<file path="config.mk">
export PLATFORM = sky130hd
export DESIGN_NAME = id_scanner
export DESIGN_NICKNAME = d
export VERILOG_FILES = /design/src/rtl/id_scan_pkg.sv /design/src/rtl/id_scanner_table.sv /design/src/rtl/id_scanner.sv
export SDC_FILE = /design/constraint.sdc
export NUM_CORES = 1
export LEC_CHECK = 0
export CAP_MARGIN = 15
export CORE_AREA = 4 4 168 202
export CTS_CLUSTER_DIAMETER = 100
export CTS_CLUSTER_SIZE = 28
export DETAILED_ROUTE_END_ITERATION = 12
export DIE_AREA = 0 0 172 206
export PLACE_DENSITY_LB_ADDON = 0.1
export SKIP_CTS_REPAIR_TIMING = 1
export SKIP_LAST_GASP = 1
export SLEW_MARGIN = 15
export SYNTH_ARGS = -nofsm -noshare
export SYNTH_HDL_FRONTEND = slang
export SYNTH_SLANG_ARGS = --single-unit
</file>
<file path="constraint.sdc">
create_clock -name clk -period 8.5 [get_ports clk]
set_input_delay 1.275 -clock clk [delete_from_list [all_inputs] [get_ports clk]]
set_output_delay 1.275 -clock clk [all_outputs]
set_load 0.1 [all_outputs]
</file>
<file path="src/rtl/id_scan_pkg.sv">
// Shared types and helpers for the ID scanner: FSM encoding, empty-slot ID, slot width helper.
package id_scan_pkg;

  typedef enum logic [2:0] {
    ST_IDLE = 3'd0,
    ST_REQ  = 3'd1,
    ST_WAIT = 3'd2,
    ST_NEXT = 3'd3,
    ST_FIN  = 3'd4
  } state_t;

  localparam logic [31:0] EMPTY_ID_DEF = 32'h0000_0000;

  // Smallest index width w with 2**w >= n (at least 1).
  function automatic int slot_w_for(input int n);
    int w;
    int p;
    w = 32'sd1;
    p = 32'sd2;
    for (int i = 0; i < 16; i++) begin
      if (p < n) begin
        p = p * 32'sd2;
        w = w + 32'sd1;
      end else begin
        p = p;
      end
    end
    return w;
  endfunction

endpackage

</file>
<file path="src/rtl/id_scanner_table.sv">
// id_table: N_SLOTS x SIZE_REG ID register file with one write port and a combinational read port.
// With ID_SCAN_MATCH_EN defined it also produces the registered per-slot match mask.
module id_table
  import id_scan_pkg::*;
#(
  parameter int                  SIZE_REG = 32,
  parameter int                  N_SLOTS  = 8,
  parameter int                  SLOT_W   = 3,
  parameter logic [SIZE_REG-1:0] EMPTY_ID = SIZE_REG'(EMPTY_ID_DEF)
) (
  input  logic                i_clk,
  input  logic                i_rst_a,
  input  logic                i_clr,
  input  logic                i_we,
  input  logic [SLOT_W-1:0]   i_waddr,
  input  logic [SIZE_REG-1:0] i_wdata,
  input  logic [SLOT_W-1:0]   i_raddr,
  output logic [SIZE_REG-1:0] o_rdata
`ifdef ID_SCAN_MATCH_EN
  ,
  input  logic [SIZE_REG-1:0] i_match_id,
  input  logic [N_SLOTS-1:0]  i_found_mask,
  output logic [N_SLOTS-1:0]  o_match_mask
`endif
);

  logic [SIZE_REG-1:0] r_mem [N_SLOTS];

  // Table storage: async reset and sync clear both return entries to EMPTY_ID.
  always_ff @(posedge i_clk or posedge i_rst_a) begin
    if (i_rst_a) begin
      for (int i = 0; i < N_SLOTS; i++) r_mem[i] <= EMPTY_ID;
    end else if (i_clr) begin
      for (int i = 0; i < N_SLOTS; i++) r_mem[i] <= EMPTY_ID;
    end else if (i_we) begin
      for (int i = 0; i < N_SLOTS; i++) begin
        if (i_waddr == SLOT_W'(i)) r_mem[i] <= i_wdata;
      end
    end
  end

  // Read port: indices past the last slot read as EMPTY_ID.
  always_comb begin
    o_rdata = EMPTY_ID;
    for (int i = 0; i < N_SLOTS; i++) begin
      if (i_raddr == SLOT_W'(i)) o_rdata = r_mem[i];
      else o_rdata = o_rdata;
    end
  end

`ifdef ID_SCAN_MATCH_EN
  logic [N_SLOTS-1:0] r_match;

  // Match mask follows table/match_id changes with one cycle of latency.
  always_ff @(posedge i_clk or posedge i_rst_a) begin
    if (i_rst_a) begin
      r_match <= '0;
    end else begin
      for (int i = 0; i < N_SLOTS; i++) begin
        r_match[i] <= i_found_mask[i] && (r_mem[i] == i_match_id);
      end
    end
  end

  assign o_match_mask = r_match;
`endif

endmodule

</file>
<file path="src/rtl/id_scanner.sv">
// id_scanner: master-side enumerator that reads every slot's ID register into a local table.
// Optional feature macro ID_SCAN_MATCH_EN adds match_id / match_mask.
module id_scanner
  import id_scan_pkg::*;
#(
  parameter int                  SIZE_REG    = 32,
  parameter int                  N_SLOTS     = 8,
  parameter int                  SLOT_W      = slot_w_for(N_SLOTS),
  parameter int                  TIMEOUT_CYC = 16,
  parameter logic [SIZE_REG-1:0] EMPTY_ID    = SIZE_REG'(EMPTY_ID_DEF)
) (
  input  logic                clk,
  input  logic                rst_a,
  input  logic                start,
  output logic                busy,
  output logic                done,
  output logic                rd_req,
  output logic [SLOT_W-1:0]   rd_slot,
  input  logic                rd_ack,
  input  logic [SIZE_REG-1:0] rd_data,
  output logic [N_SLOTS-1:0]  found_mask,
  output logic [N_SLOTS-1:0]  timeout_mask,
  input  logic [SLOT_W-1:0]   q_slot,
  output logic [SIZE_REG-1:0] q_id
`ifdef ID_SCAN_MATCH_EN
  ,
  input  logic [SIZE_REG-1:0] match_id,
  output logic [N_SLOTS-1:0]  match_mask
`endif
);

  state_t              r_state, w_state_nxt;
  logic [SLOT_W-1:0]   r_slot, w_slot_nxt;
  logic [7:0]          r_cnt, w_cnt_nxt;
  logic                r_busy, w_busy_nxt;
  logic                r_done, w_done_nxt;
  logic                r_rd_req, w_rd_req_nxt;
  logic [N_SLOTS-1:0]  r_found, w_found_nxt;
  logic [N_SLOTS-1:0]  r_timeout, w_timeout_nxt;
  logic [N_SLOTS-1:0]  w_slot_oh;
  logic                w_tbl_clr;
  logic                w_tbl_we;

  always_comb begin
    w_slot_oh = '0;
    for (int i = 0; i < N_SLOTS; i++) w_slot_oh[i] = (r_slot == SLOT_W'(i));
  end

  // State and registered outputs.
  always_ff @(posedge clk or posedge rst_a) begin
    if (rst_a) begin
      r_state   <= ST_IDLE;
      r_slot    <= '0;
      r_cnt     <= 8'd0;
      r_busy    <= 1'b0;
      r_done    <= 1'b0;
      r_rd_req  <= 1'b0;
      r_found   <= '0;
      r_timeout <= '0;
    end else begin
      r_state   <= w_state_nxt;
      r_slot    <= w_slot_nxt;
      r_cnt     <= w_cnt_nxt;
      r_busy    <= w_busy_nxt;
      r_done    <= w_done_nxt;
      r_rd_req  <= w_rd_req_nxt;
      r_found   <= w_found_nxt;
      r_timeout <= w_timeout_nxt;
    end
  end

  // Next-state logic; rd_req is registered by raising it on every transition into REQ.
  always_comb begin
    w_state_nxt   = r_state;
    w_slot_nxt    = r_slot;
    w_cnt_nxt     = r_cnt;
    w_busy_nxt    = r_busy;
    w_done_nxt    = 1'b0;
    w_rd_req_nxt  = 1'b0;
    w_found_nxt   = r_found;
    w_timeout_nxt = r_timeout;
    w_tbl_clr     = 1'b0;
    w_tbl_we      = 1'b0;
    case (r_state)
      ST_IDLE: begin
        // The done cycle itself is still too early to accept a new start.
        if (start && !r_done) begin
          w_tbl_clr     = 1'b1;
          w_found_nxt   = '0;
          w_timeout_nxt = '0;
          w_slot_nxt    = '0;
          w_busy_nxt    = 1'b1;
          w_rd_req_nxt  = 1'b1;
          w_state_nxt   = ST_REQ;
        end else begin
          w_state_nxt = ST_IDLE;
        end
      end
      ST_REQ: begin
        w_cnt_nxt   = 8'd0;
        w_state_nxt = ST_WAIT;
      end
      ST_WAIT: begin
        if (rd_ack) begin
          w_tbl_we    = 1'b1;
          w_found_nxt = (rd_data != EMPTY_ID) ? (r_found | w_slot_oh) : r_found;
          w_state_nxt = ST_NEXT;
        end else if (r_cnt == 8'(TIMEOUT_CYC - 1)) begin
          w_timeout_nxt = r_timeout | w_slot_oh;
          w_state_nxt   = ST_NEXT;
        end else begin
          w_cnt_nxt = r_cnt + 8'd1;
        end
      end
      ST_NEXT: begin
        if (r_slot == SLOT_W'(N_SLOTS - 1)) begin
          w_state_nxt = ST_FIN;
        end else begin
          w_slot_nxt   = r_slot + SLOT_W'(1);
          w_rd_req_nxt = 1'b1;
          w_state_nxt  = ST_REQ;
        end
      end
      ST_FIN: begin
        w_done_nxt  = 1'b1;
        w_busy_nxt  = 1'b0;
        w_state_nxt = ST_IDLE;
      end
      default: begin
        w_busy_nxt  = 1'b0;
        w_state_nxt = ST_IDLE;
      end
    endcase
  end

  id_table #(
    .SIZE_REG (SIZE_REG),
    .N_SLOTS  (N_SLOTS),
    .SLOT_W   (SLOT_W),
    .EMPTY_ID (EMPTY_ID)
  ) u_table (
    .i_clk        (clk),
    .i_rst_a      (rst_a),
    .i_clr        (w_tbl_clr),
    .i_we         (w_tbl_we),
    .i_waddr      (r_slot),
    .i_wdata      (rd_data),
    .i_raddr      (q_slot),
    .o_rdata      (q_id)
`ifdef ID_SCAN_MATCH_EN
    ,
    .i_match_id   (match_id),
    .i_found_mask (r_found),
    .o_match_mask (match_mask)
`endif
  );

  assign busy         = r_busy;
  assign done         = r_done;
  assign rd_req       = r_rd_req;
  assign rd_slot      = r_slot;
  assign found_mask   = r_found;
  assign timeout_mask = r_timeout;

endmodule
</file>
==> After elaboration in Yosys (flattened, before gate mapping) <==
Cells that the tools add are included.
{ "op_classes": {"n_reduce_logical": 32, "n_eq_ne": 27, "n_mux": 45, "n_bitwise": 3, "n_addsub": 2} }
{ "op_table": {"columns": ["op", "n"], "rows": [
  ["$mux W256", 2],
  ["$mux W32", 16],
  ["$mux W8", 7],
  ["$pmux W8 S2", 3],
  ["$reduce_bool A32 Y1", 1],
  ["$eq A3 B3 Y1 const B", 9],
  ["$reduce_bool A2 Y1", 12],
  ["$eq A3 B2 Y1 const B", 6],
  ["$reduce_and A2 Y1", 9],
  ["$or A8 B8 Y8", 2],
  ["$mux W3", 5],
  ["$ne A2 B2 Y1 const B", 7],
  ["$pmux W3 S4", 1],
  ["$eq A3 B1 Y1 const B", 3],
  ["$logic_not A3 Y1", 3],
  ["$add A8 B1 Y8 const B", 1],
  ["$eq A8 B4 Y1 const B", 1],
  ["$mux W1", 8],
  ["$reduce_and A4 Y1", 2],
  ["$pmux W3 S2", 1],
  ["$reduce_and A3 Y1", 2],
  ["$pmux W1 S2", 2],
  ["$add A3 B1 Y3 const B", 1],
  ["$ne A3 B3 Y1 const B", 1],
  ["4 further kinds", 4]
]} }
{ "word_totals": {"in_bits": 39, "out_inout_bits": 54, "regBits": 289, "word_cells": 125} }

==> Longest topological paths before layout <==
{ "depth": {"word_depth": 9, "depth_mapped": 8, "mapped_depth_nobuf": 5} }

==> Cells and area by module <==
From an unflattened synthesis, not the netlist that was laid out.
{ "unflattened": {"hier_cells": 1538, "area_unflattened_um2": 14341.3} }
{ "by_module_without_submodules": {"columns": ["mod", "cells_each", "instances", "seq_area_each_um2", "area_each_um2"], "rows": [
  ["id_table", 1384, 1, 6406.1, 12719.7],
  ["id_scanner", 154, 1, 825.8, 1621.6]
]} }

==> Least setup slack after synthesis <==
OpenSTA, ideal clock, no wires.
{ "synth_timing": {"path_type": "input -> output", "startpoint": "input q_slot[1]", "endpoint": "output q_id[1]", "path_stages": 6, "arrival_time_ns": 3.767, "path_buffers": 4, "setup_slack_ns": 3.458, "required_time_ns": 7.225, "cell_sequence": "buf_2 buf_2 buf_2 buf_2 o21ai_0 a22oi_1"} }
{ "synth_between": {"elab_chain_cells": 9, "elab_cells_between_ends": 16, "cone_classes": "eq/ne (7); mux (8); reduce/logical (1)"} }
{ "synth_rtl": {"columns": ["item", "line_no", "rtl"], "rows": [
  ["start: declaration", "id_scanner.sv:23", "input logic [SLOT_W-1:0] q_slot,"],
  ["$logic_not A3 Y1", "id_scanner_table.sv:46", "if (i_raddr == SLOT_W'(i)) o_rdata = r_mem[i];"],
  ["$mux W32 (7 in a row)", "id_scanner_table.sv:46", null],
  ["$mux W32 *", "id_scanner_table.sv:46", null],
  ["end: declaration", "id_scanner.sv:24", "output logic [SIZE_REG-1:0] q_id"]
]} }
Mark *: on every way between the ends. The rest lies on a longest branch, timed or not.

==> Worst setup path in the final report <==
{ "layout_timing": {"startpoint": "input q_slot[0]", "endpoint": "output q_id[3]"} }
Same word-level chain as after synthesis.

==> flow_metrics.env <==
export IMPL_drtIter0Drc=1075
export IMPL_drive_gt1_share_pct=5.78
export IMPL_worst_pin_slew_ns=1.15
export IMPL_worst_path_most_repeated_cell="buf_4"
export IMPL_netlist_area_um2=14200
export IMPL_p_leak_nw=6.62
export IMPL_cts_buffer_depth=3
export IMPL_final_antenna_net_count=0
export IMPL_yosysTopAreaCell="dfrtp_1"
export IMPL_crit_cells=8
export IMPL_gr_total_overflow=0
export IMPL_place_inst=1980
export IMPL_worstRegToRegCells=4
export IMPL_drt_pass1_iter_count=5
export IMPL_clkLatencyLatePin_ns=0.51
export IMPL_combPwrFrac_pct=35.1
export IMPL_track_usage_pct=23.8
export IMPL_core_um2=32100
export IMPL_hold_ws_ns=0.509
export IMPL_wirelength_mm=41.9
export IMPL_max_stage_delay_ns=1.17
export IMPL_grt_pass1_vias=11500
export IMPL_wl_per_cell_um=21.0
export IMPL_fp_dieH_um=206
export IMPL_p_seq_share_pct=45.5
export IMPL_p_sw_mw=1.65
export IMPL_crit_slowest_cell="clkdlybuf4s50_1"
export IMPL_r2r_start="r_state[0]"
export IMPL_swShare_pct=40.5
export IMPL_fin_nets=1635
export IMPL_cp_end_kind="output port"
export IMPL_hold_start="found_mask[0]"
export IMPL_clk_pin_slew_worst_paths_ns=0.11
export IMPL_yosysWarnings=0
export IMPL_internal_power_mw=2.43
export IMPL_die_w_um=172
export IMPL_status="finished clean"
export IMPL_cts_tree="built"
export IMPL_ys_async_sr_fraction_pct=100
export IMPL_syn_avg_cell_area_um2=8.80
export IMPL_vdd_ir_drop_max_uv=216
export IMPL_cts_sinks=289
export IMPL_path_cells="buf_4 -> buf_4 -> buf_4 -> mux2i_1 -> nand3_1 -> o21ai_0 -> a22oi_1 -> clkdlybuf4s50_1"
export IMPL_crit_required_ns=7.22
export IMPL_drc=0
export IMPL_dominantRegCellSynth="dfrtp_1"
export IMPL_initial_core_util_pct=44.4
export IMPL_start_kind="input port"
export IMPL_power_density_nw_per_um2=262
export IMPL_tns_ns=0
export IMPL_power_frac_clock_pct=19.4
export IMPL_critPathTopFamily="buffers and inverters"
export IMPL_max_clock_freq_ghz=0.165
export IMPL_min_period_ns=6.05
export IMPL_place_congestion=0.761
export IMPL_hpwl_mm=23.6
export IMPL_maxCapViolCount=0
export IMPL_synth_nets=1666
export IMPL_io_pins=93
export IMPL_vias_per_cell=5.69
export IMPL_worstPathMaxFanout=48
export IMPL_final_cell_area_um2=15500
export IMPL_finalWorstSetupSlack_ns=2.45
export IMPL_rows=72
export IMPL_grt_max_degree=174
export IMPL_grt_pass1_wl_mm=66.8
export IMPL_fin_worst_skew_ns=0.0204
export IMPL_port_buffer_count=92
export IMPL_synthCells=1620
export IMPL_hold_end="found_mask[0]"
export IMPL_synth_cell_types=58
export IMPL_die_area_um2=35400
export IMPL_antenna_found_initial=1
export IMPL_place_ws_ns=2.42
export IMPL_root_buffer="clkbuf_16"
export IMPL_area_growth_pct=9.10
export IMPL_crit_path_start="q_slot[0]"
export IMPL_path_class="input port to output port"
export IMPL_hold_depth=2
export IMPL_hold_path_class="register to register"
export IMPL_synthDominantCellAreaShare_pct=50.8
export IMPL_instances_no_fill=1999
export IMPL_placed_cell_area_um2=15100
export IMPL_ys_top_cells_by_area="dfrtp_1 (51%), nand2_1 (14%), a21oi_1 (9.4%), mux2i_1 (5.6%), buf_2 (2.8%)"
export IMPL_htree_levels=1
export IMPL_synth_edf_count=0
export IMPL_rsz0062_at_grt="no"
export IMPL_slew_violations=0
export IMPL_crit_buf_inv=4
export IMPL_cp_data_arrival_time_ns=4.77
export IMPL_ys_ff_latch=289
export IMPL_setup_violations_final=0
export IMPL_final_hold_violation_count=0
export IMPL_cts_buffers_inserted=14
export IMPL_fin_crit_sh_pct=71.1
export IMPL_slew_headroom_pct=23.4
export IMPL_rrSetupSlack_ns=5.64
export IMPL_ys_seq_area_share_pct=50.8
export IMPL_vias=11400
export IMPL_rr_endpoint="u_table.r_mem[144]"
## layout make-up
class                      count  area [um2]
antenna                        1        2.50
clock inverter                 2        25.0
inverter                      11        45.0
clock buffer                  16         379
tap                          407         509
sequential                   289        7230
fill                        3126       16500
multi-input combinational   1161        6270
timing repair buffer         112        1090
## routing by layer
metal	vias up	share of wire, %	global-route usage, %
met5	-	0	0
li1	5355	-	-
met3	49	4.7	2.47
met2	279	49	39.6
met1	5685	45	34.0
met4	0	1.7	4.63
## Yosys cell counts, types with 3 or more instances
master,n
mux4_2,6
clkbuf_1,69
buf_4,7
mux2_2,25
inv_1,10
nand2b_1,3
ha_1,7
and3_1,7
a22o_1,3
o221ai_1,6
o21ai_0,35
o2bb2ai_1,22
a22oi_1,22
buf_2,79
dfrtp_1,289
o22a_1,7
nand2_1,550
nand3_1,31
and2_1,5
nor2b_1,8
a21oi_1,268
mux2i_1,80
nor2_1,9
nor4_1,9
nand4_1,3
o21ai_1,12
o21a_1,6
a32o_1,3
## worst reg2reg max path, cell delays in order (launching register included)
cell	delay [ns]
dfrtp_1	0.52
nor4_1	0.41
and2_4	0.86
buf_12	0.62
a21oi_1	0.29
## cell usage in the layout (no fill, tap or decap), types with 9 or more instances in the layout
master,instances
nand2_1,550
mux2i_1,80
nor2_1,9
o21ai_0,35
mux2_2,25
dfrtp_1,289
clkbuf_16,15
o21ai_1,12
inv_1,9
nor4_1,9
buf_4,20
a21oi_1,268
o2bb2ai_1,22
nand3_1,26
clkdlybuf4s50_1,89
a22oi_1,22
## power groups by stage
stage | registers, mW | clock network (mW) | logic [mW]
6_report | 1.86 | 0.790 | 1.43
3_5_place_dp | 1.88 | 0 | 1.44
2_1_floorplan | 1.96 | 0 | 0.997
5_1_grt | 1.89 | 0.864 | 1.57
4_1_cts | 1.86 | 0.812 | 1.44
3_3_place_gp | 1.88 | 0 | 1.42
## per-stage QoR
step	total power [mW]	utilization, %
floorplan	2.96	-
global placement	3.29	47.2
detailed placement	3.32	47.2
CTS	4.11	48.5
global route	4.33	48.5
finish	4.08	48.5
## how the worst max path moves through the flow
stage | endpoint | slack [ns]
2_1_floorplan | busy | 3.39
3_3_place_gp | q_id[3] | 2.46
3_5_place_dp | q_id[3] | 2.42
4_1_cts | q_id[3] | 2.43
5_1_grt | q_id[8] | 2.27
6_report | q_id[3] | 2.45
## flip-flops by register name, summed over array words and instances (netlist names)
signal	cells
rd_slot	3
r_state	3
u_table.r_mem	256
r_cnt	8
busy	1
rd_req	1
timeout_mask	8
found_mask	8
done	1
## kinds of logic after synthesis
family                   after synthesis  synth area share, %
buffers and inverters                170                 5.48
AO/OA/AOI/OAI                        394                 15.8
multiplexers                         111                 8.54
AND/OR/NAND/NOR                      646                 18.7
flip-flops                           289                 50.8
XOR/XNOR                               3                0.184
adder cells (fa/ha/maj)                7                0.615
Power figures use the tool's default switching activity.
